File: config.mk
export PLATFORM = sky130hd
export DESIGN_NAME = word_gen_dispatch
export DESIGN_NICKNAME = d
export VERILOG_FILES = /design/src/rtl/word_gen_dispatch.sv
export SDC_FILE = /design/constraint.sdc
export NUM_CORES = 1
export LEC_CHECK = 0
export BUFFER_PORTS_ARGS = -buffer_cell sky130_fd_sc_hd__buf_2
export CORE_MARGIN = 2
export CORE_UTILIZATION = 47
export DETAILED_ROUTE_END_ITERATION = 12
export PLACE_DENSITY = 0.85
export SYNTH_ARGS = -nofsm -noshare
export SYNTH_HDL_FRONTEND = slang
export SYNTH_SLANG_ARGS = --single-unit
File: constraint.sdc
create_clock -name CLK -period 3.65 [get_ports CLK]
set_clock_uncertainty 0.15 [all_clocks]
set_input_delay 0.5475 -clock CLK [delete_from_list [all_inputs] [get_ports CLK]]
set_output_delay 0.5475 -clock CLK [all_outputs]
set_load 0.005 [all_outputs]
File: src/rtl/word_gen_dispatch.sv
// Round-robin dispatcher from one word generator to NUM_UNITS crypt units, with end-of-packet drain.
// Optional macro WORD_GEN_DISPATCH_STATS_EN adds a per-packet dispatch count output.
module word_gen_dispatch #(
  parameter int unsigned CHAR_BITS    = 7,
  parameter int unsigned WORD_MAX_LEN = 8,
  parameter int unsigned NUM_UNITS    = 4
) (
  input  logic                              CLK,
  input  logic                              rst,
  input  logic                              gen_empty,
  input  logic [WORD_MAX_LEN*CHAR_BITS-1:0] gen_dout,
  input  logic [15:0]                       gen_pkt_id,
  input  logic [15:0]                       gen_word_id,
  input  logic [31:0]                       gen_id,
  input  logic                              gen_end,
  output logic                              gen_rd_en,
  input  logic [NUM_UNITS-1:0]              unit_full,
  input  logic [NUM_UNITS-1:0]              unit_idle,
  output logic [NUM_UNITS-1:0]              unit_wr_en,
  output logic [WORD_MAX_LEN*CHAR_BITS-1:0] unit_dout,
  output logic [15:0]                       unit_word_id,
  output logic [31:0]                       unit_gen_id,
  output logic                              pkt_done,
  output logic [15:0]                       pkt_done_id,
`ifdef WORD_GEN_DISPATCH_STATS_EN
  output logic [31:0]                       pkt_cand_count,
`endif
  output logic                              busy
);

  localparam int unsigned WordW = WORD_MAX_LEN * CHAR_BITS;
  localparam int unsigned PtrW  = $clog2(NUM_UNITS);

  typedef enum logic [1:0] {
    StRun   = 2'd0,
    StDrain = 2'd1,
    StDone  = 2'd2
  } state_e;

  state_e            state_q, state_d;
  logic              out_valid_q, out_valid_d;
  logic [PtrW-1:0]   rr_ptr_q, rr_ptr_d;
  logic [WordW-1:0]  dout_q, dout_d;
  logic [15:0]       word_id_q, word_id_d;
  logic [31:0]       gen_id_q, gen_id_d;
  logic [15:0]       end_id_q, end_id_d;

  logic [PtrW-1:0]   sel;
  logic              any_free;
  logic              dispatch;
  logic              load;
  int unsigned       idx;

  // First non-full unit at or after rr_ptr, wrapping.
  always_comb begin
    sel      = '0;
    any_free = 1'b0;
    idx      = 0;
    for (int unsigned k = 0; k < NUM_UNITS; k++) begin
      idx = 32'(rr_ptr_q) + k;
      if (idx >= NUM_UNITS) begin
        idx = idx - NUM_UNITS;
      end
      if (!any_free && !unit_full[idx[PtrW-1:0]]) begin
        sel      = idx[PtrW-1:0];
        any_free = 1'b1;
      end
    end
  end

  assign dispatch  = out_valid_q & any_free & ~rst;
  assign gen_rd_en = (state_q == StRun) & ~gen_empty & (~out_valid_q | dispatch) & ~rst;
  assign load      = gen_rd_en & ~gen_end;

  always_comb begin
    unit_wr_en = '0;
    for (int unsigned k = 0; k < NUM_UNITS; k++) begin
      unit_wr_en[k] = dispatch && (sel == PtrW'(k));
    end
  end

  always_comb begin
    out_valid_d = out_valid_q;
    dout_d      = dout_q;
    word_id_d   = word_id_q;
    gen_id_d    = gen_id_q;
    rr_ptr_d    = rr_ptr_q;
    if (load) begin
      out_valid_d = 1'b1;
      dout_d      = gen_dout;
      word_id_d   = gen_word_id;
      gen_id_d    = gen_id;
    end else if (dispatch) begin
      out_valid_d = 1'b0;
    end
    if (dispatch) begin
      rr_ptr_d = (sel == PtrW'(NUM_UNITS - 1)) ? '0 : sel + 1'b1;
    end
  end

  always_comb begin
    state_d  = state_q;
    end_id_d = end_id_q;
    unique case (state_q)
      StRun: begin
        // The end dummy is never loaded; it only records the packet id.
        if (gen_rd_en && gen_end) begin
          end_id_d = gen_pkt_id;
          state_d  = StDrain;
        end
      end
      StDrain: begin
        if (!out_valid_q && (&unit_idle)) begin
          state_d = StDone;
        end
      end
      StDone:  state_d = StRun;
      default: state_d = StRun;
    endcase
  end

  always_ff @(posedge CLK) begin
    if (rst) begin
      state_q     <= StRun;
      out_valid_q <= 1'b0;
      rr_ptr_q    <= '0;
      dout_q      <= '0;
      word_id_q   <= '0;
      gen_id_q    <= '0;
      end_id_q    <= '0;
    end else begin
      state_q     <= state_d;
      out_valid_q <= out_valid_d;
      rr_ptr_q    <= rr_ptr_d;
      dout_q      <= dout_d;
      word_id_q   <= word_id_d;
      gen_id_q    <= gen_id_d;
      end_id_q    <= end_id_d;
    end
  end

  assign unit_dout    = dout_q;
  assign unit_word_id = word_id_q;
  assign unit_gen_id  = gen_id_q;
  assign pkt_done     = (state_q == StDone);
  assign pkt_done_id  = end_id_q;
  assign busy         = out_valid_q | (state_q != StRun);

`ifdef WORD_GEN_DISPATCH_STATS_EN
  logic [31:0] cnt_q, cnt_d;

  // Count restarts in DONE; a dispatch in that cycle belongs to the next packet.
  always_comb begin
    cnt_d = cnt_q;
    if (state_q == StDone) begin
      cnt_d = dispatch ? 32'd1 : 32'd0;
    end else if (dispatch && (cnt_q != 32'hFFFF_FFFF)) begin
      cnt_d = cnt_q + 32'd1;
    end
  end

  always_ff @(posedge CLK) begin
    if (rst) begin
      cnt_q <= '0;
    end else begin
      cnt_q <= cnt_d;
    end
  end

  assign pkt_cand_count = cnt_q;
`endif

endmodule

After elaboration in Yosys (flattened, before gate mapping) --
Index checks and enable logic that the tools add are counted.
Word-level totals: flip-flop bits (word level) 125, bits of input ports 132, logic and storage cells 90, output and inout port bits 127
Operators by class: bitwise operators 12, eq/ne operators 7, add/sub/neg operators 8, magnitude comparators 8, mux-type cells 26, reduce and logical (&&, ||, !) cells 22
Operators with widths (number):
- $mux W2 | 11
- $lt A2 B3 Y1 const B | 4
- $mux W1 | 10
- $ge A3 B3 Y1 const B | 3
- $logic_and A1 B1 Y1 | 9
- $bmux W1 S2 | 4
- $sub A2 B1 Y2 const B | 4
- $add A2 B2 Y3 const B | 2
- $and A1 B1 Y1 | 6
- $eq A2 B2 Y1 const B | 3
- $logic_not A1 Y1 | 6
- $eq A2 B1 Y1 const B | 2
- $logic_not A2 Y1 | 2
- $not A1 Y1 | 4
- $pmux W2 S2 | 1
- $reduce_and A2 Y1 | 2
- $reduce_and A4 Y1 | 1
- $reduce_bool A2 Y1 | 2
- $add A2 B1 Y3 const B | 1
- $ge A2 B3 Y1 const B | 1
- $add A2 B1 Y2 const B | 1
- $ne A2 B1 Y1 const B | 1
- $ne A2 B2 Y1 const B | 1
- $or A1 B1 Y1 | 2

Depth between registers and ports, before layout --
Gate-level depths: netlist of run 1.
depth in word-level cells 22, gate-level depth with buffers 8, depth with buffers taken out 7

Worst setup path after synthesis of run 1 --
No wires, ideal clock.
kind input -> register, start input rst, end register gen_id_q[16] (netlist: unit_gen_id[16]), path buffers 4, required time 3.368 ns, data arrival time 2.011 ns, library setup time 0.132 ns, stages on the path 8, path slack 1.356 ns, path through buf_2 -> or4_4 -> a211o_1 -> clkbuf_1 -> buf_6 -> buf_2 -> nand2_1 -> a21oi_1
Between the ends: longest elaborated chain between the ends 6
Ends and longest elaborated chain:
- start, declared | line 9 | input logic rst,
- $not A1 Y1 | line 71, 72
- $and A1 B1 Y1 | line 71 | assign dispatch = out_valid_q & any_free & ~rst;
- $or A1 B1 Y1 | line 72 | assign gen_rd_en = (state_q == StRun) & ~gen_empty & (~out_valid_q | dispatch) & ~rst;
- $and A1 B1 Y1 (2 in series) | line 72
- $and A1 B1 Y1 | line 73 | assign load = gen_rd_en & ~gen_end;
- end signal, assigned | line 137 | gen_id_q <= gen_id_d;
- end, declared | line 45 | logic [31:0] gen_id_q, gen_id_d;
Several ways; a longest one is shown, not always the timed one. A chain may end at the register's enable or synchronous reset.

Final worst setup path of run 1 --
start register out_valid_q, end output unit_wr_en[2]
Between the ends: longest elaborated chain between the ends 3
Ends and longest elaborated chain:
- start, declared | line 41 | logic out_valid_q, out_valid_d;
- start signal, assigned | line 133 | out_valid_q <= out_valid_d;
- $and A1 B1 Y1 (2 in series) | line 71
- $logic_and A1 B1 Y1 | line 78 | unit_wr_en[k] = dispatch && (sel == PtrW'(k));
- end, declared | line 19 | output logic [NUM_UNITS-1:0] unit_wr_en,
No other way between the ends.

==> results of run 1 <==
[cells in the final DEF (no fill, tap or decap), types with 2 or more instances in the layout]
cell type   netlist  final
a21oi_1         106    106
and2_1            4      4
buf_2            12    257
buf_4             3      3
bufinv_16         0      2
clkbuf_16         0     16
clkbuf_8          0      2
clkinv_2          0      2
clkinv_4          0      2
clkinvlp_4        0      5
dfxtp_1         125    125
ha_1              4      4
inv_1             5      5
inv_6             0      2
mux2i_1          16     16
nand2_1         213    213
nor2_1           19     19
nor3_1            2      2
nor4_1            2      2
o21ai_0           3      3
o22ai_1           2      2
[routing by layer]
metal,GRT usage (%),vias up,share of wire [%]
met3,6.78,25,7.8
met5,0,-,0
met1,23.2,2054,39
met4,12.0,0,2.3
li1,-,2298,-
met2,39.3,174,51
[area by class of cell]
type	instances	share of cell area [%]
multi-input cells	389	28.7
inverters	5	0.292
clock buffers	18	6.66
flip-flops and latches	125	38.9
repair buffers	261	20.7
clock inverters	13	2.22
well taps	129	2.51
[stage by stage]
| stage | power, mW | instances | instance area (um^2) | utilization [%] |
|---|---|---|---|---|
| after floorplan | 1.60 | 558 | 4560 | - |
| after global placement | 1.73 | 909 | 5860 | 62.8 |
| after detailed placement | 1.74 | 909 | 5860 | 62.8 |
| after CTS | 3.34 | 940 | 6430 | 68.9 |
| after global routing | 3.43 | 940 | 6430 | 68.9 |
| final | 3.31 | 940 | 6430 | 68.9 |
[sequential cells by signal (all words and copies together), names as in the netlist]
signal        flops
unit_dout        56
unit_gen_id      32
pkt_done_id      16
unit_word_id     16
rr_ptr_q          2
state_q           2
out_valid_q       1
[kinds of logic (layout without fill, tap and decap cells)]
logic type	after synthesis	after routing	synth area share, %
simple gates	248	248	21.4
compound gates	121	121	14.1
buf+inv	44	297	5.02
fa+ha+maj	4	4	1.10
flops	125	125	54.9
mux	16	16	3.51
[worst max-delay path: stages (launching register included)]
cell and delay [ns]:
dfxtp_1 0.49, inv_1 0.12, nor3_1 0.57, and2_1 0.22, buf_2 0.11
[report_power, final]
part / leakage (nW) / switching [mW] / internal [mW]
Sequential: 1.01 / 0.0253 / 1.41
Combinational: 1.69 / 0.145 / 0.127
Clock: 0.266 / 0.610 / 0.988
[worst paths after layout]
path | endpoint | start | depth (start not counted)
max | unit_wr_en[2] | out_valid_q | 4
min | out_valid_q | rst | 2
max reg2reg | unit_gen_id[29] | state_q[1] | 4
min reg2reg | unit_dout[23] | unit_dout[23] | 2
==> impl_metrics.tcl, run 1 <==
set metrics [dict create \
    synthesis.area_um2 4560 \
    num_vias 4551 \
    dpl_worst_slack_ns 1.09 \
    grt_overflow_total 0 \
    area_delta_synth_final_pct 40.9 \
    grt_antenna_before_repair 0 \
    syn_avg_cell_area_um2 8.18 \
    routedWlPerCell_um 13.0 \
    n_fill_cell 792 \
    maxCapViolCount 0 \
    track_usage_pct 22.1 \
    finalHoldViolCount 0 \
    synth_ff_type "dfxtp_1" \
    dpl.hpwl_mm 8.48 \
    wl_mm 12.3 \
    place_congestion 0.848 \
    yosys_warnings 0 \
    critPathCaptureType "output pin" \
    antenna_cells 0 \
    yosysMostFrequentCell "nand2_1" \
    finalSetupTns_ns 0 \
    worstPathMaxFanout 8 \
    synth_common_cells "213 x nand2_1, 125 x dfxtp_1, 106 x a21oi_1" \
    synth-edff-count 0 \
    start_kind "flip-flop" \
    setup_viol 0 \
    cts_max_level 4 \
    synth_cell_types 34 \
    grt_pass1_wl_mm 18.5 \
    rsz0062_at_grt "false" \
    synth_top_area_share_pct 54.9 \
    clk_pin_slew_ns 0.06 \
    io_buffers 258 \
    grt_pass1_vias 4248 \
    dr.first_iter.drc_count 130 \
    postCtsSetupRepairBufs 0 \
    layout.nets 935 \
    grt_max_degree 121 \
    criticalPathCategory "reg -> out" \
    ios 259 \
    required_ns 2.95 \
    start_util_pct 48.9 \
    yosysSeqAreaShare_pct 54.9 \
    synthTopCellsByArea "dfxtp_1 55%, nand2_1 18%, a21oi_1 12%" \
    die_y_um 103 \
    route.detailed.drc 0 \
    clkLatencyLatePin_ns 0.49 \
    ctsResizeCount 0 \
    holdWs_ns 0.122 \
    fp-row-count 35 \
    status "completed" \
    die_w_um 103 \
    fin_ws_ns 0.927 \
    drt-vias-per-instance 4.84 \
    first_pass_iters 4 \
    slew_viol_final 0 \
    seqCellArea_um2 2500 \
    dieArea_um2 10500 \
    finalCritPeriodShare_pct 74.6 \
    synth_seq_cells 125 \
    ys_async_sr_fraction_pct 0 \
    yosysTopAreaCell "dfxtp_1" \
    cts_made_buffers 17 \
    ctsHoldBuffers 0 \
    fmax_mhz 367 \
    worstMarginPinSlew_ns 1.24 \
    min_period_ns 2.72 \
    peakVddDrop_uv 268 \
    r2r_slack_ns 1.37 \
    synthCells 558 \
    detail-route-antenna-nets 0 \
    multi_input_area_um2 1850 \
    syn_nets 694 \
    arrival_ns 2.03 \
    cts_buffer_depth 2 \
    power_density_nw_per_um2 515 \
    hold_class "in -> reg" \
    timing.slew.headroom_pct 17.6 \
    core_um2 9330 \
    cts_tree "yes" \
    p_leak_nw 2.97 \
    drive_above_1_share_pct 36.5 \
    numClockSinks 125 \
    root_buffer "clkbuf_8" \
]
Note: power is estimated with default switching activity, not from simulation.
==> run 2, diff against run 1 <==
--- a/config.mk
+++ b/config.mk
@@ -5,11 +5,12 @@
 export SDC_FILE = /design/constraint.sdc
 export NUM_CORES = 1
 export LEC_CHECK = 0
+export ABC_AREA = 1
 export BUFFER_PORTS_ARGS = -buffer_cell sky130_fd_sc_hd__buf_2
 export CORE_MARGIN = 2
-export CORE_UTILIZATION = 47
+export CORE_UTILIZATION = 50
 export DETAILED_ROUTE_END_ITERATION = 12
-export PLACE_DENSITY = 0.85
+export PLACE_DENSITY = 0.81
 export SYNTH_ARGS = -nofsm -noshare
 export SYNTH_HDL_FRONTEND = slang
 export SYNTH_SLANG_ARGS = --single-unit
==> constraint.sdc (replaced) <==
create_clock -name CLK -period 2.8 [get_ports CLK]
set_clock_uncertainty 0.15 [all_clocks]
set_input_delay 0.42 -clock CLK [delete_from_list [all_inputs] [get_ports CLK]]
set_output_delay 0.42 -clock CLK [all_outputs]
set_load 0.005 [all_outputs]
==> run 2 against run 1 <==
Synthesized cell count rose by 100%; clock power increased by 38%; area after synthesis is 49% higher; hold slack better by 0.020 ns; critical path depth rose by 10; wire length rose by 46%; critical path type unchanged; largest power group unchanged.
==> impl_metrics.tcl, run 2 <==
set metrics [dict create \
    grt_antenna_before_repair 0 \
    fp-row-count 42 \
    p_leak_nw 5.41 \
    root_buffer "clkbuf_16" \
    finalCritPeriodShare_pct 97.1 \
    synthTopCellsByArea "dfxtp_1 37%, inv_1 18%, nand2_1 15%" \
    peakVddDrop_uv 409 \
    synth_top_area_share_pct 36.8 \
    grt_pass1_vias 6217 \
    status "completed" \
    largest_reg_flops 56 \
    drt-vias-per-instance 4.55 \
    maxCapViolCount 0 \
    criticalPathCategory "reg -> out" \
    synthCells 1123 \
    start_util_pct 51.2 \
    clkLatencyLatePin_ns 0.41 \
    arrival_ns 2.15 \
    synth_common_cells "332 x inv_1, 273 x nand2_1, 128 x nor2_1" \
    synthesis.area_um2 6810 \
    n_fill_cell 1173 \
    critPathCaptureType "output pin" \
    syn_avg_cell_area_um2 6.06 \
    cts_buffer_depth 2 \
    total_power_mw 4.98 \
    rsz0062_at_grt "true" \
    layout.nets 1487 \
    num_vias 6995 \
    routedWlPerCell_um 11.6 \
    layout_commonest_cell "inv_1" \
    io_buffers 258 \
    fin_area_um2 8850 \
    postPlaceCellArea_um2 8130 \
    dp.cells 1503 \
    finalSetupTns_ns 0 \
    route.detailed.drc 0 \
    min_period_ns 2.72 \
    syn_nets 1259 \
    power_density_nw_per_um2 563 \
    grt_overflow_total 0 \
    cts_max_level 4 \
    timing.slew.headroom_pct 60.4 \
    ios 259 \
    track_usage_pct 23.8 \
    dieArea_um2 14600 \
    die_w_um 121 \
    cts_tree "yes" \
    core_um2 13300 \
    first_pass_iters 5 \
    hold_class "in -> reg" \
    holdWs_ns 0.141 \
    detail-route-antenna-nets 0 \
    numClockSinks 125 \
    start_kind "flip-flop" \
    final_util_pct 66.6 \
    layout_common_cells "328 x inv_1, 261 x nand2_1, 258 x buf_2" \
    fmax_mhz 368 \
    fin_ws_ns 0.0825 \
    wl_mm 17.9 \
    synth-edff-count 0 \
    clk_pin_slew_ns 0.05 \
    grt_pass1_wl_mm 28.2 \
    yosys_warnings 0 \
    yosysMostFrequentCell "inv_1" \
    dr.first_iter.drc_count 523 \
    instances_no_fill 1539 \
    yosysSeqAreaShare_pct 36.8 \
    cts_made_buffers 17 \
    finalHoldViolCount 0 \
    synth_cell_types 27 \
    die_y_um 121 \
    required_ns 2.23 \
    drive_above_1_share_pct 28.6 \
    dpl_worst_slack_ns 0.146 \
    worstPathMaxFanout 8 \
    worstMarginPinSlew_ns 0.594 \
    synth_seq_cells 125 \
    yosysTopAreaCell "dfxtp_1" \
    setup_viol 0 \
    synth_ff_type "dfxtp_1" \
    grt_max_degree 105 \
    dpl.hpwl_mm 11.6 \
    place_congestion 0.834 \
    antenna_cells 0 \
    ys_async_sr_fraction_pct 0 \
    area_delta_synth_final_pct 30.0 \
    slew_viol_final 0 \
]
run 2: cell types whose count changed after synthesis, moves of 16 or more:
cell and change:
nand4_1 +120, a21oi_1 -103, inv_1 +327, inv_2 +48, nand2_1 +60, nor2_1 +109
mux2i_1 -16
run 2: layout make-up:
type                       instances  area, um^2  share of cell area, %
sequential                       125        2510                   28.3
clock inverter                    12         146                   1.65
timing repair buffer             274        1500                   16.9
clock buffer                      19         443                   5.00
inverter                         382        1440                   16.3
tap                              176         220                   2.49
multi-input combinational        551        2590                   29.3
run 2: cells by family (layout without fill, tap and decap cells):
logic type               after synthesis  after routing  share of synthesized area (%)
AND/OR/NAND/NOR                      537            537                           35.1
buffers and inverters                447            687                           26.5
flip-flops                           125            125                           36.8
AO/OA/AOI/OAI                          9              9                          0.790
adder cells (fa/ha/maj)                4              4                          0.735
XOR/XNOR                               1              1                          0.129
run 2: worst max-delay path, stage by stage (launching register included):
cell	delay [ns]
dfxtp_4	0.41
inv_6	0.07
nand2_1	0.09
nand2_2	0.08
buf_4	0.15
nand2_1	0.08
nand2_1	0.07
nand4_2	0.12
inv_1	0.06
nor2_2	0.18
inv_2	0.06
ha_2	0.18
inv_1	0.04
nor2_1	0.03
buf_2	0.12
run 2: where the power goes:
part | internal, mW | switching (mW)
Sequential | 1.88 | 0.0530
Clock | 1.41 | 0.794
Combinational | 0.347 | 0.495
run 2: worst paths after layout:
kind                            cells past startpoint    startpoint             end  slack [ns]
worst min-delay path                                2           rst      state_q[1]        0.14
worst max-delay path                               14   rr_ptr_q[0]   unit_wr_en[2]        0.08
worst max register to register                     14   rr_ptr_q[0]  pkt_done_id[9]        0.27
worst min register to register                      4  unit_dout[6]    unit_dout[6]        0.35
run 2: what timing repair did:
item	4_1_cts	5_1_grt
hold endpoints to repair	0	0
buffers inserted	1	4
pin swaps	1	15
hold buffers	0	0
setup endpoints to repair	4	4
gates resized for setup	6	31
run 2: metal layers:
layer	vias to the layer above	share of wire, %	wire length, um	GRT usage [%]
li1	3680	-	-	-
met1	3041	41	7300	27.6
met2	243	49	8710	41.1
met3	31	7.8	1400	7.59
met4	0	2.6	461	8.72
met5	-	0	0	0
==> run 3, diff against run 2 <==
--- a/config.mk
+++ b/config.mk
@@ -8,9 +8,9 @@
 export ABC_AREA = 1
 export BUFFER_PORTS_ARGS = -buffer_cell sky130_fd_sc_hd__buf_2
 export CORE_MARGIN = 2
-export CORE_UTILIZATION = 50
+export CORE_UTILIZATION = 30
+export CTS_BUF_LIST = sky130_fd_sc_hd__clkbuf_4 sky130_fd_sc_hd__clkbuf_8
 export DETAILED_ROUTE_END_ITERATION = 12
-export PLACE_DENSITY = 0.81
 export SYNTH_ARGS = -nofsm -noshare
 export SYNTH_HDL_FRONTEND = slang
 export SYNTH_SLANG_ARGS = --single-unit
==> run 3 against run 2 <==
Critical path depth grew 1; sequential power is essentially flat; maximum frequency shrank 0.33%; final area is essentially flat; utilization shrank 27 points; critical path type unchanged; sequential cell count is the same; cell count grew 7.2%; largest cell class unchanged; global-route usage shrank 7.7 points; die area grew 64%.
==> impl_metrics.tcl, run 3 (same netlist as run 2, synthesis figures left out) <==
set metrics [dict create \
    startpoint "rr_ptr_q[1]" \
    dpl.hpwl_mm 12.6 \
    final_util_pct 39.5 \
    hold_class "in -> reg" \
    cts_buffer_depth 2 \
    grt_pass1_vias 6364 \
    fp-row-count 55 \
    setup_viol 0 \
    grt_max_degree 74 \
    numClockSinks 125 \
    finalHoldViolCount 0 \
    r2r_end "pkt_done_id[8]" \
    peakVddDrop_uv 217 \
    hold_depth 2 \
    core_um2 22400 \
    rsz0062_at_grt "true" \
    critPathCaptureType "output pin" \
    die_w_um 155 \
    antenna_cells 0 \
    area_delta_synth_final_pct 30.1 \
    seqCellArea_um2 2510 \
    finalSetupTns_ns 0 \
    grt_pass1_wl_mm 31.4 \
    worstPathMaxFanout 6 \
    required_ns 2.23 \
    dp.cells 1612 \
    finalCritPeriodShare_pct 97.4 \
    min_period_ns 2.73 \
    maxCapViolCount 0 \
    dr.first_iter.drc_count 354 \
    num_vias 6861 \
    clk_pin_slew_ns 0.08 \
    start_kind "flip-flop" \
    ctsHoldBuffers 0 \
    cts_made_buffers 17 \
    slew_viol_final 0 \
    min_to "state_q[1]" \
    detail-route-antenna-nets 0 \
    ios 259 \
    status "completed" \
    holdCritStartpoint "rst" \
    criticalPathCategory "reg -> out" \
    root_buffer "clkbuf_8" \
    grt_overflow_total 0 \
    layout_commonest_cell "inv_1" \
    io_buffers 258 \
    track_usage_pct 16.1 \
    instances_no_fill 1650 \
    die_y_um 155 \
    timing.rr.start "rr_ptr_q[1]" \
    power_density_nw_per_um2 514 \
    route.detailed.drc 0 \
    dieArea_um2 23900 \
    largest_reg_flops 56 \
    drt-vias-per-instance 4.16 \
    r2r_slack_ns 0.60 \
    n_fill_cell 2410 \
    drive_above_1_share_pct 28.7 \
    cts_max_level 4 \
    fmax_mhz 367 \
    clkLatencyLatePin_ns 0.43 \
    routedWlPerCell_um 11.6 \
    arrival_ns 2.16 \
    first_pass_iters 6 \
    cts_tree "yes" \
    p_leak_nw 5.36 \
    start_util_pct 30.4 \
    grt_antenna_before_repair 0 \
    multi_input_area_um2 2590 \
    layout.nets 1488 \
    wl_mm 19.1 \
    place_congestion 0.796 \
    layout_common_cells "329 x inv_1, 260 x nand2_1, 258 x buf_2" \
    worstMarginPinSlew_ns 0.679 \
    timing.slew.headroom_pct 54.4 \
    reg2reg_depth 13 \
]
==> run 3: power breakdown <==
group          internal, mW  switching, mW
combinational         0.351          0.496
sequential             1.88         0.0538
clock                 0.983          0.793
total                  3.21           1.34
==> run 3: how the worst max path moves through the flow <==
stage	end	slack, ns	cells after the start
after global routing	unit_wr_en[2]	-0.11	16
after global placement	unit_wr_en[3]	0.17	13
after floorplan	unit_wr_en[2]	0.60	13
after CTS	unit_wr_en[0]	-0.0002	14
final	unit_wr_en[2]	0.07	15
after detailed placement	unit_wr_en[3]	0.11	13
==> run 3: worst max-delay path, stage by stage (launching register included) <==
cell and delay, ns:
dfxtp_2 0.42, nand2_1 0.10, nand2_2 0.11, nand2_2 0.08, nand2_2 0.09, nand2_2 0.05, buf_4 0.12, o211ai_1 0.07
nand2_1 0.07, nand2_1 0.08, o21ai_2 0.09, inv_2 0.07, ha_2 0.15, inv_1 0.04, nor2_1 0.07, buf_2 0.12
==> run 3: routing by layer <==
layer	global-route usage [%]	wire, um	share of wire (%)
met1	20.7	9030	47
met2	26.7	8720	46
met3	4.29	1170	6.1
met4	4.54	213	1.1
met5	0	0	0
==> run 3: layout make-up <==
type | count | share of cell area, %
sequential | 125 | 28.3
tap | 285 | 4.03
inverter | 382 | 16.3
multi-input combinational | 551 | 29.3
timing repair buffer | 275 | 17.1
clock buffer | 18 | 2.73
clock inverter | 14 | 2.19
==> run 3: through the flow <==
step	power (mW)	hold slack [ns]	setup WS, ns	instance area, um^2
after global placement	2.78	0.343	0.173	8280
final	4.56	0.124	0.0736	8860
after detailed placement	2.79	0.343	0.106	8280
after CTS	4.63	0.0798	-0.000209	8790
after global routing	4.85	0.0877	-0.110	8860
after floorplan	2.48	0.346	0.602	6810
==> run 3: timing repair <==
action,in CTS,in global routing
buffers inserted,5,1
resized for setup,18,18
cloned,0,0
pin swaps,9,13
setup endpoints to repair,4,4
